[config.mk]
export PLATFORM = sky130hd
export DESIGN_NAME = apx_int_acc
export DESIGN_NICKNAME = d
export VERILOG_FILES = /design/src/rtl/apx_int_acc_pkg.sv /design/src/rtl/apx_int_acc_sat_add.sv /design/src/rtl/apx_int_acc.sv
export SDC_FILE = /design/constraint.sdc
export NUM_CORES = 1
export LEC_CHECK = 0
export BUFFER_PORTS_ARGS = -buffer_cell sky130_fd_sc_hd__buf_2
export CELL_PAD_IN_SITES_DETAIL_PLACEMENT = 0
export CELL_PAD_IN_SITES_GLOBAL_PLACEMENT = 1
export CORE_UTILIZATION = 46
export DETAILED_ROUTE_END_ITERATION = 8
export PLACE_DENSITY_LB_ADDON = 0.1
export SLEW_MARGIN = 20
export SYNTH_ARGS = -nofsm -noshare
export SYNTH_HDL_FRONTEND = slang
export SYNTH_SLANG_ARGS = --single-unit
[constraint.sdc]
create_clock -name clk -period 7.3 [get_ports clk]
set_clock_uncertainty 0.1 [all_clocks]
set_input_delay 0.365 -clock clk [delete_from_list [all_inputs] [get_ports clk]]
set_output_delay 0.365 -clock clk [all_outputs]
set_load 0.01 [all_outputs]
[src/rtl/apx_int_acc_pkg.sv]
// Shared constants for the approximate-adder result accumulator:
// FSM state encoding and default widths.
package apx_int_acc_pkg;

    localparam int DEF_DATA_PATH_BITWIDTH = 32;
    localparam int DEF_OP_BITWIDTH        = 32;
    localparam int DEF_ACC_BITWIDTH       = 48;
    localparam int DEF_CNT_BITWIDTH       = 16;

    localparam logic [1:0] ST_IDLE  = 2'd0;
    localparam logic [1:0] ST_ACCUM = 2'd1;
    localparam logic [1:0] ST_DONE  = 2'd2;

endpackage

[src/rtl/apx_int_acc_sat_add.sv]
// Combinational accumulator adder: returns acc + operand and the carry out.
// Build option APX_ACC_SAT_EN: when defined, a carry clamps the sum to all-ones
// (and since all-ones plus anything carries again, the clamp holds for the run);
// when undefined, the sum wraps modulo 2^ACC_BW.
module apx_int_acc_sat_add
    import apx_int_acc_pkg::*;
#(
    parameter int ACC_BITWIDTH = DEF_ACC_BITWIDTH
) (
    input  logic [ACC_BITWIDTH-1:0] acc,
    input  logic [ACC_BITWIDTH-1:0] operand,
    output logic [ACC_BITWIDTH-1:0] sum,
    output logic                    carry
);

    logic [ACC_BITWIDTH:0] raw_sum;

    // Full-width add with one extra bit to expose the carry, then clamp or wrap.
    always_comb begin
        raw_sum = {1'b0, acc} + {1'b0, operand};
        carry   = raw_sum[ACC_BITWIDTH];
`ifdef APX_ACC_SAT_EN
        sum     = carry ? {ACC_BITWIDTH{1'b1}} : raw_sum[ACC_BITWIDTH-1:0];
`else
        sum     = raw_sum[ACC_BITWIDTH-1:0];
`endif
    end

endmodule

[src/rtl/apx_int_acc.sv]
// Accumulates the active MSB field of a stream of adder results over a
// programmed sample count, then reports the sum with a one-cycle out_valid.
// Build option APX_ACC_SAT_EN selects saturating instead of wrapping sums
// (handled in apx_int_acc_sat_add); overflow is sticky for the run either way.
module apx_int_acc
    import apx_int_acc_pkg::*;
#(
    parameter int DATA_PATH_BITWIDTH = DEF_DATA_PATH_BITWIDTH,
    parameter int OP_BITWIDTH        = DEF_OP_BITWIDTH,
    parameter int ACC_BITWIDTH       = DEF_ACC_BITWIDTH,
    parameter int CNT_BITWIDTH       = DEF_CNT_BITWIDTH
) (
    input  logic                          clk,
    input  logic                          rst,
    input  logic                          start,
    input  logic [CNT_BITWIDTH-1:0]       num_samples,
    input  logic                          in_valid,
    input  logic [DATA_PATH_BITWIDTH-1:0] in_data,
    output logic                          in_ready,
    output logic [ACC_BITWIDTH-1:0]       acc_out,
    output logic                          out_valid,
    output logic                          busy,
    output logic                          overflow
);

    localparam logic [CNT_BITWIDTH-1:0] CNT_ONE = {{(CNT_BITWIDTH-1){1'b0}}, 1'b1};

    logic [1:0]              state_reg,  state_next;
    logic [CNT_BITWIDTH-1:0] count_reg,  count_next;
    logic [CNT_BITWIDTH-1:0] target_reg, target_next;
    logic [ACC_BITWIDTH-1:0] acc_reg,    acc_next;
    logic                    ovf_reg,    ovf_next;

    logic [ACC_BITWIDTH-1:0] operand;
    logic [ACC_BITWIDTH-1:0] add_sum;
    logic                    add_carry;
    logic                    transfer;

    // Operand is the top OP_BITWIDTH bits of the data word, zero-extended to the accumulator.
    genvar gi;
    generate
        for (gi = 0; gi < ACC_BITWIDTH; gi++) begin : g_operand
            if (gi < OP_BITWIDTH) begin : g_field
                assign operand[gi] = in_data[DATA_PATH_BITWIDTH - OP_BITWIDTH + gi];
            end else begin : g_zero
                assign operand[gi] = 1'b0;
            end
        end
        // Truncated low bits of the adder word carry no information for the sum.
        if (DATA_PATH_BITWIDTH > OP_BITWIDTH) begin : g_low_bits
            logic unused_low_bits;
            assign unused_low_bits = ^in_data[DATA_PATH_BITWIDTH-OP_BITWIDTH-1:0];
        end
    endgenerate

    apx_int_acc_sat_add #(
        .ACC_BITWIDTH (ACC_BITWIDTH)
    ) u_sat_add (
        .acc     (acc_reg),
        .operand (operand),
        .sum     (add_sum),
        .carry   (add_carry)
    );

    assign in_ready  = (state_reg == ST_ACCUM);
    assign out_valid = (state_reg == ST_DONE);
    assign busy      = (state_reg != ST_IDLE);
    assign acc_out   = acc_reg;
    assign overflow  = ovf_reg;
    assign transfer  = in_valid && (state_reg == ST_ACCUM);

    // Next-state logic: run control, sample counting and accumulation.
    always_comb begin
        state_next  = state_reg;
        count_next  = count_reg;
        target_next = target_reg;
        acc_next    = acc_reg;
        ovf_next    = ovf_reg;
        case (state_reg)
            ST_IDLE: begin
                if (start) begin
                    acc_next   = '0;
                    ovf_next   = 1'b0;
                    count_next = '0;
                    if (num_samples != '0) begin
                        target_next = num_samples;
                        state_next  = ST_ACCUM;
                    end else begin
                        // Empty run: report a zero sum straight away.
                        state_next  = ST_DONE;
                    end
                end
            end
            ST_ACCUM: begin
                if (transfer) begin
                    acc_next   = add_sum;
                    ovf_next   = ovf_reg | add_carry;
                    count_next = count_reg + CNT_ONE;
                    if (count_reg == target_reg - CNT_ONE) begin
                        state_next = ST_DONE;
                    end
                end
            end
            ST_DONE: begin
                state_next = ST_IDLE;
            end
            default: begin
                state_next = ST_IDLE;
            end
        endcase
    end

    // State registers; reset abandons any run in progress immediately.
    always_ff @(posedge clk or negedge rst) begin
        if (!rst) begin
            state_reg  <= ST_IDLE;
            count_reg  <= '0;
            target_reg <= '0;
            acc_reg    <= '0;
            ovf_reg    <= 1'b0;
        end else begin
            state_reg  <= state_next;
            count_reg  <= count_next;
            target_reg <= target_next;
            acc_reg    <= acc_next;
            ovf_reg    <= ovf_next;
        end
    end

endmodule

Yosys cells after proc, flatten, opt, wreduce, memory -nomap -nowiden. Index checks and enable logic that the tools add are counted. W data, S select, Z words.

Shift-type cells: 0. Magnitude comparators: 0. Divide/modulo/power cells: 0. Bitwise logic cells: 1. Muxes and demuxes: 14. Reduce and logical (&&, ||, !) cells: 8. Equal/unequal tests: 6. Add/subtract/negate cells: 3. Multiply operators: 0.

Operator list (number): $mux W48 (2); $pmux W48 S2 (1); $add A48 B32 Y49 (1); $mux W16 (2); $pmux W16 S2 (1); $add A16 B1 Y16 const B (1); $eq A16 B16 Y1 (1); $reduce_bool A16 Y1 (1); $sub A16 B1 Y16 const B (1); $reduce_and A3 Y1 (3); $mux W2 (4); $ne A2 B1 Y1 const B (2); $pmux W2 S2 (1); $reduce_bool A2 Y1 (2); $eq A2 B1 Y1 const B (1); $eq A2 B2 Y1 const B (1); $logic_not A2 Y1 (1); $mux W1 (2); $ne A2 B2 Y1 const B (1); $pmux W1 S2 (1); $logic_and A1 B1 Y1 (1); $or A1 B1 Y1 (1).

Bits of input ports: 52. Bits in read-only memories: 0. Bits in latches: 0. Register bits: 83. Memories: 0. Bits in writable memories: 0.

Longest topological paths before layout. Gate-level depths: netlist (run 1).

Depth in word-level cells: 5. Gate-level depth with buffers: 12.

Cells and area by module. A second synthesis (run 1) with hierarchy kept.

Cell total of the unflattened synthesis: 684. Area, all modules: 6364.9 sq um.

By module, submodules not included: apx_int_acc (times used 1, seq. area each 2077.0 sq um, cells each 322, area each 3774.9 sq um); apx_int_acc_sat_add (times used 1, seq. area each 0.0 sq um, cells each 362, area each 2590.0 sq um).

Worst setup path after synthesis (run 1). Ideal clock, no wire load.

Path kind: reg2reg. From: register acc_reg[0], in the netlist acc_out[0]. To: register acc_reg[46], in the netlist acc_out[46]. Library setup time: 0.078 ns. Slack: 4.301 ns. Cell stages (with the launch flop): 13. Arrival time: 2.821 ns. Buffers on the path: 1. Clock period less this slack: 2.999 ns. Data required time: 7.122 ns. Cells stage by stage: dfrtp_1 > ha_1 > inv_1 > fa_1 > nor2b_1 > o2111ai_1 > a21oi_1 > o311ai_2 > a21oi_2 > a2111oi_4 > buf_2 > or4_1 > a21oi_1.

Word-level cells in the longest chain between the ends: 3.

Ends and longest elaborated chain: start: declaration (RTL line apx_int_acc.sv:31) `logic [ACC_BITWIDTH-1:0] acc_reg, acc_next;`; start signal: assignment (RTL line apx_int_acc.sv:125) `acc_reg <= acc_next;`; $add A48 B32 Y49 (RTL line apx_int_acc_sat_add.sv:20) `raw_sum = {1'b0, acc} + {1'b0, operand};`; $mux W48 (RTL line apx_int_acc.sv:95) `if (transfer) begin`; $pmux W48 S2 (RTL line apx_int_acc.sv:79) `case (state_reg)`.

Every way passes these cells. The select of a mux whose other input is x is not followed. A chain may end at the register's enable or synchronous reset.

Worst setup path after layout (run 1).
From: register acc_reg[0], in the netlist acc_out[0]. To: register acc_reg[38], in the netlist acc_out[38].

Same word-level chain as after synthesis.

==> qor.csv, run 1 <==
metric,value,unit
Critical Path AT,3.44,ns
"FF+latch count, synth",83,
Via Count,5223,
grt met1 use,30.3,%
Worst R2R Start,acc_out[0],
share of the synthesized area in the top cell type,35.8,%
Setup crit start kind,flip-flop,
Register Area,0.00208,mm2
area of the multi-input gates,0.00355,mm2
Die Ht,114,um
Flop pwr share,29.0,%
core box area,0.0122,mm2
Critical Path RT,7.47,ns
critical path type,flip-flop to flip-flop,
clock-pin slew on the worst setup and hold paths,0.06,ns
final WL,14500,um
largest net degree at the start of global routing,48,
Final Power,2.77,mW
layout net count,840,
Mapped Cells,659,
most frequent cell after synthesis,dfrtp_1,
Total Routing Usage GR,23.4,%
hold depth,2,
setup violators final,0,
Area after DPL,0.00646,mm2
Post-synth EDFFs,0,
antenna violation net count after detailed routing,0,
NetSw,1.22,mW
post-DR vias/cell,5.65,
# IOs,104,
Switching Fraction,43.9,%
P&R area growth vs syn,17.1,%
detailed-route DRC error count,0,
FP Rows,40,
minimum clock period,3.27,ns
Final Slew Violations,0,
"area leader, netlist",dfrtp_1,
Least-Margin Pin Slew,0.849,ns
vias in the first global route,5024,
Final period util,44.8,%
first-pass GRT wire length,24200,um
GRT met2 Usage,40.2,%
global-route met3 utilization,3.39,%
ys async rst share,100,%
ANT cells,0,
PD cells,408,mW/mm2
FF-to-FF path depth,11,
achievable frequency,306,MHz
GRT Max-Usage Layer,met2,
Netlist cell types,63,
Slew HR,43.4,%
combinational fraction of design power,53.0,%
commonest cells in the netlist,"dfrtp_1, nand2_1, o21ai_0, a21oi_1, nor2_1",
max FFs per register,48,
CTS HTree Levels,3,
I/O Buffers,103,
Hold Crit Class,input pin to flip-flop,
grt ovf,0,
post-synthesis cell area,0.00580,mm2
CTS tree,yes,
# clock sinks,83,
clock power share,18.1,%
P_leak,3.10,nW
Mean Syn Cell Area,8.80,um2
setup TNS,0,ns
WL/cell,15.7,um
Hold Path Origin,num_samples[14],
DRT Pass-1 Iters,5,
ratio of cells with drive above 1 in the final layout,19.9,%
final instance area,0.00679,mm2
"Max FO, Critical Path",16,
die width,114,um
Clock Path Buffers,2,
Starting DRT DRC Count,173,
CTS Root Cell,clkbuf_16,
unrepaired setup endpoints after global routing,false,
Max Cap Viol,0,
yosys warns,0,
outcome,"finished, final reports clean",
hold violation total from the final report,0,
Internal Power,1.55,mW
Syn Nets,746,
Clock Latency Late Sink,0.35,ns
Filler cells,1188,
Worst IR Drop VDD,0.171,mV
CP startpoint,acc_out[0],
Die Area,0.0131,mm2
# Post-CTS Setup Buffers,0,
post-DP HPWL,10700,um
most common flop cell mapped by yosys,dfrtp_1,
post-synthesis sequential area ratio,35.8,%
GPL Wtd Cong,0.839,
CTS Buf Count,9,
Synth area leaders,"dfrtp_1, ha_1, o21ai_0",
Starting Density,47.7,%
Worst setup EP type,flip-flop,
initial antenna violation count,0,
## final timing paths
path | slack (ns) | to
setup / recovery | 4.03 | acc_out[38]
hold / removal | 0.17 | target_reg[14]
setup reg to reg | 4.03 | acc_out[38]
hold reg to reg | 0.41 | acc_out[11]
max in group asynchronous | 5.67 | acc_out[28]
min in group asynchronous | 0.43 | target_reg[7]
## worst max-delay path, cell delays in order, from the launching register on
cell	delay, ns
dfrtp_1	0.37
ha_1	0.22
inv_1	0.07
fa_1	0.40
nor2b_1	0.17
o2111ai_1	0.14
a21oi_1	0.27
o311ai_2	0.18
a21oi_2	0.33
a2111oi_4	0.23
or4_1	0.56
a21oi_1	0.16
## placed cells by master (no fill, tap or decap), types with 4 or more instances in the layout
cell type  synthesis  layout
ha_1              34      34
or4_1             10      10
nand3_1           22      22
nor3_1            16      16
o211ai_1           4       4
buf_4              0       5
buf_2              4     102
a211oi_1           7       7
o31ai_1           13      13
a22o_1             7       7
nand2_1           67      67
xor2_1            30      30
nand2b_1           5       5
mux2_2            15      15
dfrtp_1           83      83
nor2b_1            7       7
o21bai_1           4       4
clkbuf_16          0       9
or3_1             12      12
nand4_1           14      14
a21o_1            15      15
nor4_1             7       7
inv_1             20      20
a21oi_1           54      54
o21ai_0           59      59
o21a_1             5       5
nor2_1            45      44
mux2i_1            5       5
xnor2_1           27      27
## through the flow
step	instances	utilization, %	setup WS [ns]	hold WS, ns
finish	925	55.8	4.03	0.166
global route	925	55.8	3.74	0.166
CTS	925	55.8	4.06	0.156
detailed placement	909	53.2	4.01	0.279
global placement	909	53.2	4.08	0.270
floorplan	659	-	4.30	-0.0306
## what timing repair did
| action | CTS | global route |
|---|---|---|
| resized for setup | 0 | 0 |
| hold buffers | 1 | 0 |
| endpoints found under the hold margin | 36 | 0 |
## metal layers
metal	part of all wire [%]	vias to the layer above
li1	-	2599
met1	46	2505
met2	49	104
met3	3.4	15
met4	1.6	0
met5	0	-
## cells by family after synthesis
logic type	count (synthesis)	synth area share, %
adders and majority gates	35	7.68
AOI/OAI and AO/OA	191	21.0
buffers and inverters	45	3.02
DFF	83	35.8
xor gates and xnor gates	57	8.61
muxes	20	3.78
and+or+nand+nor	228	20.1
## layout make-up
type                            instances  area share (%)
Multi-Input combinational cell        531            52.3
Sequential cell                        83            30.6
Inverter                               20            1.11
Clock buffer                            9            3.32
Clock inverter                          6            1.34
Timing Repair Buffer                  108            8.22
Tap cell                              168            3.10
## power groups by stage
| stage | clock, mW | combinational, mW | sequential (mW) |
|---|---|---|---|
| 5_1_grt | 0.528 | 1.65 | 0.826 |
| 2_1_floorplan | 0 | 1.08 | 0.799 |
| 3_3_place_gp | 0 | 1.44 | 0.801 |
| 6_report | 0.500 | 1.47 | 0.802 |
| 3_5_place_dp | 0 | 1.46 | 0.808 |
| 4_1_cts | 0.508 | 1.47 | 0.801 |
Power figures use the tool's default switching activity.
==> inputs of run 2 (changes only) <==
Settings changed: ABC_AREA from default to 1, CORE_UTILIZATION 46 to 40.
Clock period 7.3 ns to 3.1 ns, I/O delays scaled along.
==> qor.csv, run 2 <==
metric,value,unit,change
"area leader, netlist",dfrtp_1,,
Syn Nets,1214,,+63%
area of the multi-input gates,0.00417,mm2,+17%
post-DR vias/cell,4.95,,-12%
Worst IR Drop VDD,0.422,mV,+150%
Hold Crit Class,input pin to flip-flop,,
PD cells,915,mW/mm2,+120%
"FF+latch count, synth",83,,unchanged
# Post-CTS Setup Buffers,0,,unchanged
CTS Buf Count,9,,unchanged
Final period util,82.7,%,+38 points
yosys warns,0,,unchanged
final instance area,0.00813,mm2,+20%
largest net degree at the start of global routing,36,,-25%
minimum clock period,2.57,ns,-0.707 ns
vias in the first global route,6937,,+38%
post-DP HPWL,17000,um,+58%
CTS tree,yes,,
Starting DRT DRC Count,510,,+190%
P_leak,4.59,nW,+48%
CTS HTree Levels,3,,unchanged
Starting Density,41.2,%,-6.5 points
Critical Path AT,2.71,ns,-0.73 ns
placed cell count,1445,,+59%
core box area,0.0167,mm2,+37%
most common flop cell mapped by yosys,dfrtp_1,,
Slew HR,64.6,%,+21 points
initial antenna violation count,0,,unchanged
Critical Path RT,3.24,ns,-4.23 ns
clock-pin slew on the worst setup and hold paths,0.07,ns,about the same
Worst setup EP type,flip-flop,,
CTS Root Cell,clkbuf_16,,
share of the synthesized area in the top cell type,30.2,%,-5.6 points
Mean Syn Cell Area,6.10,um2,-31%
Netlist cell types,43,,-32%
grt ovf,0,,unchanged
Post-Layout Cell Count,1478,,+60%
# IOs,104,,unchanged
most frequent cells in the layout,"nand2_1, inv_1, nor2_1",,
P&R area growth vs syn,18.2,%,
fin util,48.7,%,-7.2 points
FP Rows,47,,+18%
I/O Buffers,103,,unchanged
setup violators final,0,,unchanged
ratio of cells with drive above 1 in the final layout,12.4,%,-7.5 points
Filler cells,1825,,+54%
ANT cells,0,,unchanged
die width,133,um,+16%
GPL Wtd Cong,0.876,,+4.3%
Area after DPL,0.00767,mm2,+19%
hold violation total from the final report,0,,unchanged
hold slack,0.0110,ns,-0.155 ns
"most common cell after layout, fill and taps aside",nand2_1,,
post-synthesis sequential area ratio,30.2,%,-5.6 points
DRT Pass-1 Iters,7,,+2
achievable frequency,390,MHz,+28%
Die Area,0.0177,mm2,+36%
final WL,21700,um,+49%
Post-synth EDFFs,0,,unchanged
unrepaired setup endpoints after global routing,false,,
layout net count,1340,,+60%
outcome,"finished, final reports clean",,
R2R setup slack,0.53,ns,-3.49 ns
WL/cell,14.7,um,-6.7%
"Max FO, Critical Path",4,,-12
Setup crit start kind,flip-flop,,
max FFs per register,48,,unchanged
Least-Margin Pin Slew,0.526,ns,-0.323 ns
Max Cap Viol,0,,unchanged
# clock sinks,83,,unchanged
commonest cells in the netlist,"nand2_1, inv_1, nor2_1, dfrtp_1, nand3_1",,
Via Count,7323,,+40%
Mapped Cells,1127,,+71%
setup TNS,0,ns,unchanged
Final Slew Violations,0,,unchanged
post-synthesis cell area,0.00688,mm2,+19%
Clock Latency Late Sink,0.36,ns,about the same
ys async rst share,100,%,unchanged
first-pass GRT wire length,35700,um,+48%
antenna violation net count after detailed routing,0,,unchanged
Total Routing Usage GR,25.6,%,+2.2 points
most frequent cell after synthesis,nand2_1,,
critical path type,flip-flop to flip-flop,,
Clock Path Buffers,2,,unchanged
Register Area,0.00208,mm2,unchanged
Synth area leaders,"dfrtp_1, nand2_1, inv_1",,
detailed-route DRC error count,0,,unchanged
Die Ht,133,um,+16%
-- run 2: changes by cell type in the layout (fill, tap and decap cells not counted), sizes merged, moves of 12 or more --
cell | previous run | this run
nor2 | 45 | 154
inv | 20 | 153
or3 | 12 | 0
o21ai | 59 | 45
dlygate4sd3 | 1 | 17
nand3 | 22 | 78
xor2 | 30 | 7
a21o | 15 | 1
a21oi | 57 | 70
xnor2 | 27 | 9
nand2 | 67 | 431
mux2 | 15 | 0
o31ai | 13 | 1
-- run 2: what timing repair did --
action	4_1_cts	5_1_grt
gates resized for setup	0	0
hold buffers	17	0
endpoints found under the hold margin	49	0
-- run 2: area by class of cell --
| cell class | count | area share [%] |
|---|---|---|
| Multi-Input combinational cell | 879 | 51.3 |
| Timing Repair Buffer | 129 | 9.30 |
| Clock inverter | 6 | 0.569 |
| Inverter | 151 | 6.97 |
| Sequential cell | 83 | 25.5 |
| Tap cell | 220 | 3.39 |
| Clock buffer | 10 | 2.94 |
-- run 2: layer usage --
layer / vias up / track usage, % / share of wire (%)
met2: 183 / 38.1 / 41
met4: 0 / 5.93 / 1.1
li1: 3808 / - / -
met3: 15 / 4.03 / 5.4
met1: 3317 / 38.6 / 52
met5: - / 0 / 0
-- run 2: stage by stage --
stage               setup WS (ns)  total power [mW]
detailed placement          0.582              6.30
CTS                         0.572              7.44
floorplan                   0.966              4.93
global placement            0.509              6.29
finish                      0.535              7.44
global route                0.245              8.18
-- run 2: logic make-up after synthesis --
family	count (synthesis)	share of synthesized area, %
simple gates	701	42.3
buf+inv	165	9.15
compound gates	127	9.81
flops	83	30.2
fa+ha+maj	35	6.48
xor+xnor	16	2.04
-- run 2: worst max-delay path, cell delays in order (launching register included) --
cell     delay [ns]
dfrtp_1        0.38
ha_1           0.23
inv_1          0.07
fa_1           0.38
inv_1          0.12
nand2_1        0.10
o21ai_1        0.27
nand2_1        0.09
nand2_1        0.12
nand2_1        0.06
nand2_1        0.18
nand2_1        0.08
nand2_1        0.09
nand2_1        0.06
nand2_1        0.05
o21ai_0        0.07
-- run 2: worst paths after layout --
check / startpoint / endpoint / cells after the start
setup / recovery: acc_out[0] / acc_out[18] / 15
hold / removal: in_valid / state_reg[0] / 4
setup reg to reg: acc_out[0] / acc_out[18] / 15
hold reg to reg: acc_out[14] / acc_out[14] / 2
max in group asynchronous: rst / count_reg[13] / 3
min in group asynchronous: rst / acc_out[23] / 2
-- run 2: power by group --
part           internal, mW  switching (mW)
Combinational          1.48            2.91
Sequential             1.51           0.432
Clock                 0.572           0.529
==> inputs of run 3 (changes only) <==
Settings changed: ABC_AREA 1 to 0, CORE_UTILIZATION 40 to 43.
Clock period 3.1 ns to 2.4 ns, I/O delays scaled along.
==> qor.csv, run 3 (same netlist as run 1, synthesis figures left out) <==
metric,value,unit,change
GPL Wtd Cong,0.802,,-8.5%
CTS Root Cell,clkbuf_16,,
setup violators final,30,,+30
Setup crit start kind,flip-flop,,
P&R area growth vs syn,51.9,%,
unrepaired setup endpoints after global routing,true,,
Final Slew Violations,0,,unchanged
CTS tree,yes,,
CTS Buf Count,9,,unchanged
final instance area,0.00881,mm2,+8.4%
antenna violation net count after detailed routing,0,,unchanged
post-DP HPWL,12400,um,-27%
WL/cell,16.0,um,+9.4%
Slew HR,55.4,%,-9.2 points
first-pass GRT wire length,28700,um,-20%
vias in the first global route,6065,,-13%
layout net count,1021,,-24%
setup TNS,-9.38,ns,-9.38 ns
Final Power,11.3,mW,+52%
minimum clock period,2.86,ns,+0.299 ns
Via Count,6067,,-17%
FF-to-FF path depth,14,,-1
Final period util,119,%,+37 points
outcome,finished with violations,,
clock-pin slew on the worst setup and hold paths,0.06,ns,about the same
detailed-route DRC error count,0,,unchanged
"most used cell, CP",buf_4,,
"Max FO, Critical Path",2,,-2
Clock Latency Late Sink,0.35,ns,about the same
final worst slack,-0.464,ns,-0.999 ns
Least-Margin Pin Slew,0.667,ns,+0.141 ns
R2R setup slack,-0.46,ns,-1.00 ns
violated checks,negative setup slack,,
Max Cap Viol,0,,unchanged
Critical Path RT,2.51,ns,-0.73 ns
Worst R2R Start,acc_out[0],,
# clock sinks,83,,unchanged
Crit path largest cell delay,0.38,ns,about the same
FP Rows,42,,-11%
DRT Pass-1 Iters,4,,-3
Die Ht,118,um,-11%
hold slack,0.0281,ns,+0.0171 ns
core box area,0.0132,mm2,-21%
critical path type,flip-flop to flip-flop,,
die width,118,um,-11%
R2R Path End,overflow,,
P_leak,4.05,nW,-12%
post-DR vias/cell,5.44,,+9.8%
grt ovf,0,,unchanged
Clock Path Buffers,2,,unchanged
Hold Crit Class,input pin to flip-flop,,
most frequent cells in the layout,"buf_4, buf_2, dfrtp_1",,
I/O Buffers,103,,unchanged
ANT cells,0,,unchanged
Worst Hold Endpoint,state_reg[0],,
Starting Density,44.0,%,+2.8 points
hold violation total from the final report,0,,unchanged
Worst path slowest cell,dfrtp_1,,
Filler cells,1108,,-39%
Worst setup EP type,flip-flop,,
Critical Path AT,2.98,ns,+0.27 ns
ratio of cells with drive above 1 in the final layout,40.9,%,+28 points
Worst IR Drop VDD,0.693,mV,+64%
final WL,17900,um,-17%
initial antenna violation count,0,,unchanged
Area after DPL,0.00762,mm2,-0.68%
# IOs,104,,unchanged
largest net degree at the start of global routing,52,,+44%
Starting DRT DRC Count,310,,-39%
Die Area,0.0140,mm2,-21%
Hold Path Origin,in_valid,,
Register Area,0.00208,mm2,unchanged
achievable frequency,349,MHz,-10%
CTS HTree Levels,3,,unchanged
"most common cell after layout, fill and taps aside",buf_4,,
hold depth,3,,-1
CP Cell Sequence,ha_2 -> inv_2 -> fa_2 -> nor2b_4 -> o2111ai_2 -> a21oi_2 -> o311ai_4 -> a21oi_4 -> buf_4 -> buf_4 -> buf_6 -> a211o_1 -> a211oi_2 -> nor3_1,,
max FFs per register,48,,unchanged
area of the multi-input gates,0.00408,mm2,-2.2%
Total Routing Usage GR,25.8,%,+0.20 points
PD cells,1290,mW/mm2,+40%
## run 3: changes by cell type in the layout (fill, tap and decap cells not counted), sizes merged, moves of 12 or more
cell / before / now
nand2: 431 / 67
buf: 112 / 270
inv: 153 / 21
nor2: 154 / 45
nand3: 78 / 22
xor2: 7 / 30
xnor2: 9 / 27
mux2: 0 / 15
a21o: 1 / 15
o21ai: 45 / 59
a21oi: 70 / 57
o31ai: 1 / 13
or3: 0 / 12
## run 3: final cells by class
| cell class | instances | area share (%) |
|---|---|---|
| clock buffers | 11 | 2.76 |
| multi-input cells | 531 | 46.3 |
| well taps | 176 | 2.50 |
| repair buffers | 289 | 23.3 |
| inverters | 20 | 0.852 |
| clock inverters | 5 | 0.696 |
| flip-flops and latches | 83 | 23.6 |
## run 3: metrics by stage
step,instances,utilization (%),setup WS [ns]
2_1_floorplan,659,-,-0.491
3_3_place_gp,1053,57.8,-0.415
3_5_place_dp,1053,57.8,-0.529
4_1_cts,1105,64.7,-0.447
5_1_grt,1115,66.8,-0.594
6_report,1115,66.8,-0.464
## run 3: worst max path at each step
stage | start | to | slack, ns | depth (start not counted)
after detailed placement | acc_out[0] | acc_out[46] | -0.53 | 12
after floorplan | acc_out[0] | acc_out[46] | -0.49 | 12
final | acc_out[0] | overflow | -0.46 | 14
after CTS | acc_out[0] | acc_out[46] | -0.45 | 11
after global routing | acc_out[0] | overflow | -0.59 | 14
after global placement | acc_out[0] | acc_out[46] | -0.42 | 12
## run 3: what timing repair did
item | CTS | global route
buffers inserted | 22 | 12
pin swaps | 41 | 59
endpoints found under the setup margin | 36 | 39
hold endpoints to repair | 48 | 1
hold buffers | 17 | 1
resized for setup | 65 | 58
gates cloned | 1 | 0
## run 3: where the power goes
group          leakage, nW  switching, mW  internal [mW]
sequential            1.06          0.433           1.88
combinational         2.85           3.65           3.89
clock                0.138          0.620          0.840
total                 4.05           4.71           6.62
## run 3: per-layer routing
| metal | part of all wire (%) | vias to the layer above | wire length, um | global-route usage [%] |
|---|---|---|---|---|
| met5 | 0 | - | 0 | 0 |
| met4 | 2.6 | 0 | 470 | 10.6 |
| met3 | 4.3 | 28 | 772 | 3.97 |
| met2 | 51 | 148 | 9100 | 45.7 |
| met1 | 42 | 2921 | 7540 | 31.1 |
| li1 | - | 2970 | - | - |
## run 3: worst max-delay path: cells and delay by family, from the launching register on
kind                       cells  cell delay, ns
DFF                            1            0.38
buffers and inverters          4            0.45
AOI/OAI and AO/OA              6            1.27
and+or+nand+nor                2            0.12
adders and majority gates      2            0.41
